File: config.mk
export PLATFORM = sky130hd
export DESIGN_NAME = debug_program_loader
export DESIGN_NICKNAME = d
export VERILOG_FILES = /design/src/rtl/debug_program_loader_pkg.sv /design/src/rtl/debug_program_loader_byte_word_packer.sv /design/src/rtl/debug_program_loader.sv
export SDC_FILE = /design/constraint.sdc
export NUM_CORES = 1
export LEC_CHECK = 0
export BUFFER_PORTS_ARGS = -buffer_cell sky130_fd_sc_hd__buf_2
export CAP_MARGIN = 25
export CORE_ASPECT_RATIO = 0.9
export CORE_UTILIZATION = 61
export CTS_BUF_LIST = sky130_fd_sc_hd__clkbuf_16
export DETAILED_ROUTE_END_ITERATION = 10
export PLACE_DENSITY = 0.85
export REMOVE_ABC_BUFFERS = 1
export SLEW_MARGIN = 25
export SYNTH_ARGS = -nofsm -noshare
export SYNTH_HDL_FRONTEND = slang
export SYNTH_SLANG_ARGS = --single-unit
File: constraint.sdc
create_clock -name i_clock -period 6.65 [get_ports i_clock]
set_input_delay 0 -clock i_clock [delete_from_list [all_inputs] [get_ports i_clock]]
set_output_delay 0 -clock i_clock [all_outputs]
set_load 0.01 [all_outputs]
File: src/rtl/debug_program_loader_pkg.sv
// Shared definitions for the debug program loader: FSM states and word/byte geometry.
package debug_program_loader_pkg;

  typedef enum logic [2:0] {
    StIdle,
    StCollect,
    StWrite,
    StDone,
    StError
  } state_e;

  localparam logic [31:0] HaltWordDefault = 32'hFFFF_FFFF;
  localparam int unsigned DataWidthDefault = 32;
  localparam int unsigned UartWidthDefault = 8;
  localparam int unsigned BytesPerWord = DataWidthDefault / UartWidthDefault;
  localparam int unsigned ByteCntWidth = $clog2(BytesPerWord);
  localparam int unsigned AddrStep = 4;

endpackage

File: src/rtl/debug_program_loader_byte_word_packer.sv
// Packs received bytes little-endian into a word; flags the byte that completes it.
module debug_program_loader_byte_word_packer
  import debug_program_loader_pkg::*;
#(
  parameter int unsigned DATA_WIDTH      = 32,
  parameter int unsigned DATA_WIDTH_UART = 8
) (
  input  logic                       clk,
  input  logic                       reset,
  input  logic                       clear,
  input  logic                       valid,
  input  logic [DATA_WIDTH_UART-1:0] data,
  output logic [DATA_WIDTH-1:0]      word,
  output logic [ByteCntWidth-1:0]    byte_cnt,
  output logic                       word_complete
);

  logic [DATA_WIDTH-1:0]   shift_q, shift_d;
  logic [ByteCntWidth-1:0] cnt_q, cnt_d;

  assign word_complete = valid && (cnt_q == ByteCntWidth'(BytesPerWord - 1));

  always_comb begin
    shift_d = shift_q;
    cnt_d   = cnt_q;
    if (clear) begin
      shift_d = '0;
      cnt_d   = '0;
    end else if (valid) begin
      shift_d[cnt_q*DATA_WIDTH_UART +: DATA_WIDTH_UART] = data;
      cnt_d = word_complete ? '0 : cnt_q + 1'b1;
    end
  end

  always_ff @(posedge clk) begin
    if (reset) begin
      shift_q <= '0;
      cnt_q   <= '0;
    end else begin
      shift_q <= shift_d;
      cnt_q   <= cnt_d;
    end
  end

  // Next-state view so the completing byte is already part of the word.
  assign word     = shift_d;
  assign byte_cnt = cnt_q;

endmodule

File: src/rtl/debug_program_loader.sv
// Assembles UART bytes into instruction words and writes them to instruction memory
// until a HALT word, reporting completion and parity/timeout/overflow errors.
module debug_program_loader
  import debug_program_loader_pkg::*;
#(
  parameter int unsigned          DATA_WIDTH      = 32,
  parameter int unsigned          DATA_WIDTH_UART = 8,
  parameter int unsigned          MEM_DEPTH       = 256,
  parameter logic [DATA_WIDTH-1:0] HALT_WORD      = DATA_WIDTH'(HaltWordDefault),
  parameter int unsigned          TIMEOUT_CYCLES  = 100000,
  localparam int unsigned         CountWidth      = $clog2(MEM_DEPTH) + 1
) (
  input  logic                       i_clock,
  input  logic                       i_reset,
  input  logic [DATA_WIDTH_UART-1:0] i_rx_byte,
  input  logic                       i_rx_valid,
  input  logic                       i_rx_parity_err,
  input  logic                       i_enable,
  output logic [DATA_WIDTH-1:0]      o_instruccion,
  output logic [DATA_WIDTH-1:0]      o_address,
  output logic                       o_write,
  output logic                       o_loading,
  output logic                       o_done,
  output logic                       o_error,
  output logic [CountWidth-1:0]      o_word_count
);

  localparam int unsigned TimerWidth = $clog2(TIMEOUT_CYCLES) + 1;

  state_e                  state_q, state_d;
  logic [DATA_WIDTH-1:0]   addr_q, addr_d;
  logic [DATA_WIDTH-1:0]   word_q, word_d;
  logic [CountWidth-1:0]   count_q, count_d;
  logic [TimerWidth-1:0]   timer_q, timer_d;
  logic                    done_q, done_d;

  logic                    accept;
  logic                    word_complete;
  logic [DATA_WIDTH-1:0]   packed_word;
  logic [ByteCntWidth-1:0] byte_cnt;
  logic                    timeout_hit;
  logic                    overflow;

  // Bytes are also taken during WRITE so a byte right behind the 4th is not lost.
  assign accept = i_enable && i_rx_valid && !i_rx_parity_err &&
                  (state_q == StCollect || state_q == StWrite);

  debug_program_loader_byte_word_packer #(
    .DATA_WIDTH      (DATA_WIDTH),
    .DATA_WIDTH_UART (DATA_WIDTH_UART)
  ) u_packer (
    .clk           (i_clock),
    .reset         (i_reset),
    .clear         (state_q == StIdle),
    .valid         (accept),
    .data          (i_rx_byte),
    .word          (packed_word),
    .byte_cnt      (byte_cnt),
    .word_complete (word_complete)
  );

  // An idle wait is only bounded once a word is partially received.
  assign timeout_hit = (state_q == StCollect) && (byte_cnt != '0) && !i_rx_valid &&
                       (timer_q == TimerWidth'(TIMEOUT_CYCLES - 1));
  assign overflow    = (count_q + 1'b1) == CountWidth'(MEM_DEPTH);

  always_comb begin
    state_d = state_q;
    unique case (state_q)
      StIdle: begin
        if (i_enable) state_d = StCollect;
      end
      StCollect: begin
        if (!i_enable)                          state_d = StIdle;
        else if (i_rx_valid && i_rx_parity_err) state_d = StError;
        else if (word_complete)                 state_d = StWrite;
        else if (timeout_hit)                   state_d = StError;
      end
      StWrite: begin
        if (!i_enable)                          state_d = StIdle;
        else if (word_q == HALT_WORD)           state_d = StDone;
        else if (overflow)                      state_d = StError;
        else if (i_rx_valid && i_rx_parity_err) state_d = StError;
        else                                    state_d = StCollect;
      end
      StDone, StError: begin
        if (!i_enable) state_d = StIdle;
      end
      default: state_d = StIdle;
    endcase
  end

  always_comb begin
    addr_d  = addr_q;
    word_d  = word_q;
    count_d = count_q;
    timer_d = '0;
    if (state_q == StCollect && word_complete) word_d = packed_word;
    if (state_q == StWrite) begin
      addr_d  = addr_q + DATA_WIDTH'(AddrStep);
      count_d = count_q + 1'b1;
    end
    if (state_q == StCollect && byte_cnt != '0 && !i_rx_valid) timer_d = timer_q + 1'b1;
    // Leaving for IDLE discards the load so every output reads zero there.
    if (state_d == StIdle) begin
      addr_d  = '0;
      word_d  = '0;
      count_d = '0;
    end
    done_d = (state_d == StDone) && (state_q != StDone);
  end

  always_ff @(posedge i_clock) begin
    if (i_reset) begin
      state_q <= StIdle;
      addr_q  <= '0;
      word_q  <= '0;
      count_q <= '0;
      timer_q <= '0;
      done_q  <= 1'b0;
    end else begin
      state_q <= state_d;
      addr_q  <= addr_d;
      word_q  <= word_d;
      count_q <= count_d;
      timer_q <= timer_d;
      done_q  <= done_d;
    end
  end

  assign o_instruccion = word_q;
  assign o_address     = addr_q;
  assign o_write       = (state_q == StWrite);
  assign o_loading     = (state_q == StCollect) || (state_q == StWrite);
  assign o_done        = done_q;
  assign o_error       = (state_q == StError);
  assign o_word_count  = count_q;

endmodule

==> report_table.html <==
<table>
<tr><th>Metric</th><th>Value</th></tr>
<tr><th colspan="2">Layout</th></tr>
<tr><td>Count of nets after finishing</td><td>746</td></tr>
<tr><td>Post-route standard cell area excluding fillers</td><td>0.00664 mm²</td></tr>
<tr><td>Top library cells by usage in the layout, fill and taps aside</td><td>sky130_fd_sc_hd__nor2_1, sky130_fd_sc_hd__dfxtp_1, sky130_fd_sc_hd__buf_2</td></tr>
<tr><td>Number of antenna repair diodes</td><td>0</td></tr>
<tr><td>Fraction of layout instances using a drive strength above 1</td><td>20.9%</td></tr>
<tr><td>Post-Route Utilization</td><td>76.1%</td></tr>
<tr><td>Count of filler cells inserted in the layout</td><td>679</td></tr>
<tr><td>Most common library cell in the layout ignoring fill and taps</td><td>sky130_fd_sc_hd__nor2_1</td></tr>
<tr><td>Layout overhead on the synthesized area</td><td>18.8%</td></tr>
<tr><th colspan="2">Synth</th></tr>
<tr><td>Mean instance size in the synthesized netlist</td><td>8.60 µm²</td></tr>
<tr><td>Post-synthesis sequential area ratio</td><td>45.5%</td></tr>
<tr><td>Arithmetic-cell share of the synthesized area counting full adders, half adders and majority gates</td><td>1.79%</td></tr>
<tr><td>Combinational family with the most area after synthesis</td><td>simple AND/OR/NAND/NOR gates</td></tr>
<tr><td>Synth Flop Type</td><td>sky130_fd_sc_hd__dfxtp_1</td></tr>
<tr><td>Area fraction in and, or, nand and nor cells after synthesis</td><td>around 28%</td></tr>
<tr><td>Flops &amp; latches, synth</td><td>127</td></tr>
<tr><td>Area fraction in compound gates after synthesis</td><td>12.3%</td></tr>
<tr><td>Async S/R FF share, synth</td><td>0%</td></tr>
<tr><td>XOR/XNOR Fraction of Synth Area</td><td>7.85%</td></tr>
<tr><td>Number of warnings printed during yosys synthesis</td><td>0</td></tr>
<tr><td>Yosys cell types</td><td>53</td></tr>
<tr><td>Post-Synthesis Cell Area</td><td>approximately 0.0056 mm²</td></tr>
<tr><td>Fraction of synthesized area in multiplexers</td><td>less than 1%</td></tr>
<tr><td>Instance count of the mapped netlist</td><td>650</td></tr>
<tr><td>Number of flops mapped to enable cells by yosys</td><td>0</td></tr>
<tr><th colspan="2">Timing</th></tr>
<tr><td>Max-slew headroom at the worst pin</td><td>40.6%</td></tr>
<tr><td>Worst setup skew after layout</td><td>0.00782 ns</td></tr>
<tr><td>Final max-slew violation count</td><td>0</td></tr>
<tr><td>Setup violations, final</td><td>0</td></tr>
<tr><td>Share of the cycle needed by the critical path after routing</td><td>between 30 and 40%</td></tr>
<tr><td>Final count of hold timing violations</td><td>0</td></tr>
<tr><td>Fin Setup TNS</td><td>0 ns</td></tr>
<tr><td>Unrepaired setup endpoints after global routing</td><td>no</td></tr>
<tr><td>Post-layout minimum cycle time</td><td>around 2.6 ns</td></tr>
<tr><td>Peak Freq</td><td>approximately 0.38 GHz</td></tr>
<tr><td>Slew @ Worst Pin</td><td>0.883 ns</td></tr>
<tr><td>Worst hold-check slack</td><td>around 0.040 ns</td></tr>
<tr><th colspan="2">Setup path</th></tr>
<tr><td>Arrival time reported for the critical path endpoint</td><td>2.94 ns</td></tr>
<tr><td>CP Cell Sequence</td><td>xor2_4, nand3_4, nor4_4, buf_4, nor2_1, a211oi_2</td></tr>
<tr><td>Setup CP Type</td><td>flip-flop to flip-flop</td></tr>
<tr><td>Worst setup startpoint</td><td>state_q[0]</td></tr>
<tr><td>Peak fanout along the critical path</td><td>64</td></tr>
<tr><td>Top Family by Delay on Critical Path</td><td>simple AND/OR/NAND/NOR gates</td></tr>
<tr><td>Crit path buffers/inverters</td><td>1</td></tr>
<tr><td>CP max-delay cell</td><td>sky130_fd_sc_hd__dfxtp_1</td></tr>
<tr><td>Launch instance of the worst register-to-register path</td><td>state_q[0]</td></tr>
<tr><td>Worst path max stage delay</td><td>about 0.64 ns</td></tr>
<tr><td>Kind of start point of the critical path</td><td>flip-flop</td></tr>
<tr><td>Sort of element at the end of the critical path</td><td>flip-flop</td></tr>
<tr><td>Data required time of the critical path</td><td>~7.0 ns</td></tr>
<tr><th colspan="2">Detailed routing</th></tr>
<tr><td>Number of optimization iterations in the first detailed-route pass</td><td>5</td></tr>
<tr><td>Drt total wl</td><td>13,000 µm</td></tr>
<tr><td>Routed vias</td><td>between 4,000 and 5,000</td></tr>
<tr><td># DRC</td><td>0</td></tr>
<tr><td>Remaining antenna violation count</td><td>0</td></tr>
<tr><td>Detail-routed net length per standard cell</td><td>15.2 µm</td></tr>
<tr><td>Number of vias per cell after detailed routing</td><td>5.66</td></tr>
<tr><td>DRC violation total after the first TritonRoute iteration</td><td>~160</td></tr>
<tr><th colspan="2">Die</th></tr>
<tr><td>Row Count</td><td>32</td></tr>
<tr><td>Height of the chip</td><td>92.8 µm</td></tr>
<tr><td>Width of the die</td><td>103 µm</td></tr>
<tr><td>Number of top-level design ports</td><td>90</td></tr>
<tr><td>Die outline area</td><td>~0.0096 mm²</td></tr>
<tr><td>Initial core utilization</td><td>64.1%</td></tr>
<tr><td>Core footprint</td><td>a little under 0.009 mm²</td></tr>
<tr><th colspan="2">Placed design</th></tr>
<tr><td>Estimated wirelength of the detail-placed design</td><td>8610 µm</td></tr>
<tr><td>Buffers on Ports</td><td>87</td></tr>
<tr><td>Routability Congestion</td><td>0.842</td></tr>
<tr><td>Cell area reported after detailed placement</td><td>0.00600 mm²</td></tr>
<tr><th colspan="2">CTS</th></tr>
<tr><td>Clock edge transition at the registers on the reported setup and hold paths</td><td>about 0.06 ns</td></tr>
<tr><td>Clock latency on the worst-skew pair</td><td>0.41 ns</td></tr>
<tr><td>Count of cells resized by post-cts repair</td><td>0</td></tr>
<tr><td>Post CTS Setup Buffer Count</td><td>0</td></tr>
<tr><td>H-tree level count</td><td>4</td></tr>
<tr><td>TritonCTS clock tree</td><td>done</td></tr>
<tr><td>Maximum clock insertion buffer count</td><td>2</td></tr>
<tr><td>Clock root buffer master</td><td>sky130_fd_sc_hd__clkbuf_16</td></tr>
<tr><td>Clk sinks</td><td>~130</td></tr>
<tr><td>Count of hold-fix buffers inserted at cts</td><td>1</td></tr>
<tr><td>Number of buffers added by the clock tree synthesis step</td><td>17</td></tr>
<tr><th colspan="2">Power and ir drop</th></tr>
<tr><td>Power per unit of standard cell area</td><td>~270 mW/mm²</td></tr>
<tr><td>Peak supply drop</td><td>157 µV</td></tr>
<tr><td>Leakage power of the design</td><td>2.37 nW</td></tr>
<tr><td>Total Power</td><td>about 1.8 mW</td></tr>
<tr><th colspan="2">Status</th></tr>
<tr><td>Run status</td><td>finished clean</td></tr>
<tr><th colspan="2">Global route</th></tr>
<tr><td>Antenna violations before repair</td><td>0</td></tr>
<tr><td>Residual overflow from global routing</td><td>0</td></tr>
<tr><td>Wire length of the first global-routing pass</td><td>21,300 µm</td></tr>
<tr><td>Largest net degree at the start of global routing</td><td>65</td></tr>
<tr><td>Overall routing resource usage</td><td>28.8%</td></tr>
<tr><td>Number of global-route vias before repair</td><td>between 4,000 and 5,000</td></tr>
<tr><th colspan="2">Job</th></tr>
<tr><td>Max-cap violations</td><td>0</td></tr>
<tr><th colspan="2">Hold path</th></tr>
<tr><td>Launch point of the worst hold path</td><td>i_rx_byte[7]</td></tr>
<tr><td>Kind of path behind the tightest hold check</td><td>primary input to flip-flop</td></tr>
</table>
==> logic make-up (layout without fill, tap and decap cells) <==
group / count (synthesis) / in the layout
AOI/OAI and AO/OA: 93 / 93
xor gates and xnor gates: 48 / 48
adders and majority gates: 8 / 8
buffers and inverters: 50 / 137
DFF: 127 / 127
muxes: 2 / 2
other: 1 / 2
and+or+nand+nor: 321 / 321
==> synthesized netlist by cell type, drive strengths merged, types with 10 or more instances <==
cell | count | share of area, %
a211oi | 32 | 6.1
or3 | 10 | 1.2
inv | 13 | 0.87
nand2 | 58 | 3.9
nor2 | 150 | 10
dfxtp | 127 | 45
clkbuf | 19 | 1.3
a21oi | 42 | 3.8
nand4 | 16 | 1.9
nor3 | 11 | 0.98
buf | 18 | 2.3
nor4 | 16 | 2.1
nand3 | 26 | 2.6
xor2 | 19 | 3.3
xnor2 | 29 | 4.5
==> final cells by class <==
| type | instances | area [µm²] | share of cell area (%) |
|---|---|---|---|
| multi-input cells | 474 | 2800 | 42.2 |
| flip-flops and latches | 127 | 2540 | 38.3 |
| repair buffers | 92 | 483 | 7.27 |
| clock buffers | 17 | 425 | 6.40 |
| clock inverters | 15 | 193 | 2.90 |
| well taps | 119 | 149 | 2.24 |
| inverters | 13 | 48.8 | 0.735 |
==> worst paths after layout <==
| kind | endpoint | slack [ns] | depth (start not counted) |
|---|---|---|---|
| max | o_instruccion[22] | 4.03 | 6 |
| min | u_packer.shift_q[31] | 0.04 | 5 |
| max reg2reg | o_instruccion[22] | 4.03 | 6 |
| min reg2reg | timer_q[0] | 0.46 | 1 |
==> tightest hold or removal path: cells and delay by family <==
| family | cells | cell delay (ns) |
|---|---|---|
| AND/OR/NAND/NOR | 3 | 0.22 |
| buffers and inverters | 1 | 0.13 |
| AO/OA/AOI/OAI | 1 | 0.06 |
==> sequential cells by signal, indices dropped and copies added, names as in the netlist <==
name               flops
o_instruccion         32
u_packer.shift_q      32
o_address             30
timer_q               18
o_word_count           9
state_q                3
u_packer.byte_cnt      2
o_done                 1
==> report_power, final <==
group | internal, mW | leakage (nW) | switching, mW | total, mW
combinational | 0.0103 | 1.05 | 0.0258 | 0.0361
clock | 0.625 | 0.298 | 0.343 | 0.969
sequential | 0.762 | 1.02 | 0.00240 | 0.764
total | 1.40 | 2.37 | 0.372 | 1.77
==> through the flow <==
stage	std cells	worst slack, ns
after floorplan	614	2.82
after global placement	823	3.87
after detailed placement	823	3.78
after CTS	856	3.77
after global routing	857	3.78
final	857	4.03
==> metal layers <==
metal / share of wire (%) / wire length [µm] / GRT usage (%) / up-vias
met5: 0 / 0 / 0 / -
met4: 2.1 / 278 / 11.6 / 0
met3: 5.5 / 719 / 7.70 / 27
met2: 50 / 6450 / 48.1 / 155
met1: 43 / 5550 / 34.8 / 2289
li1: - / - / - / 2378
Power figures use the tool's default switching activity.
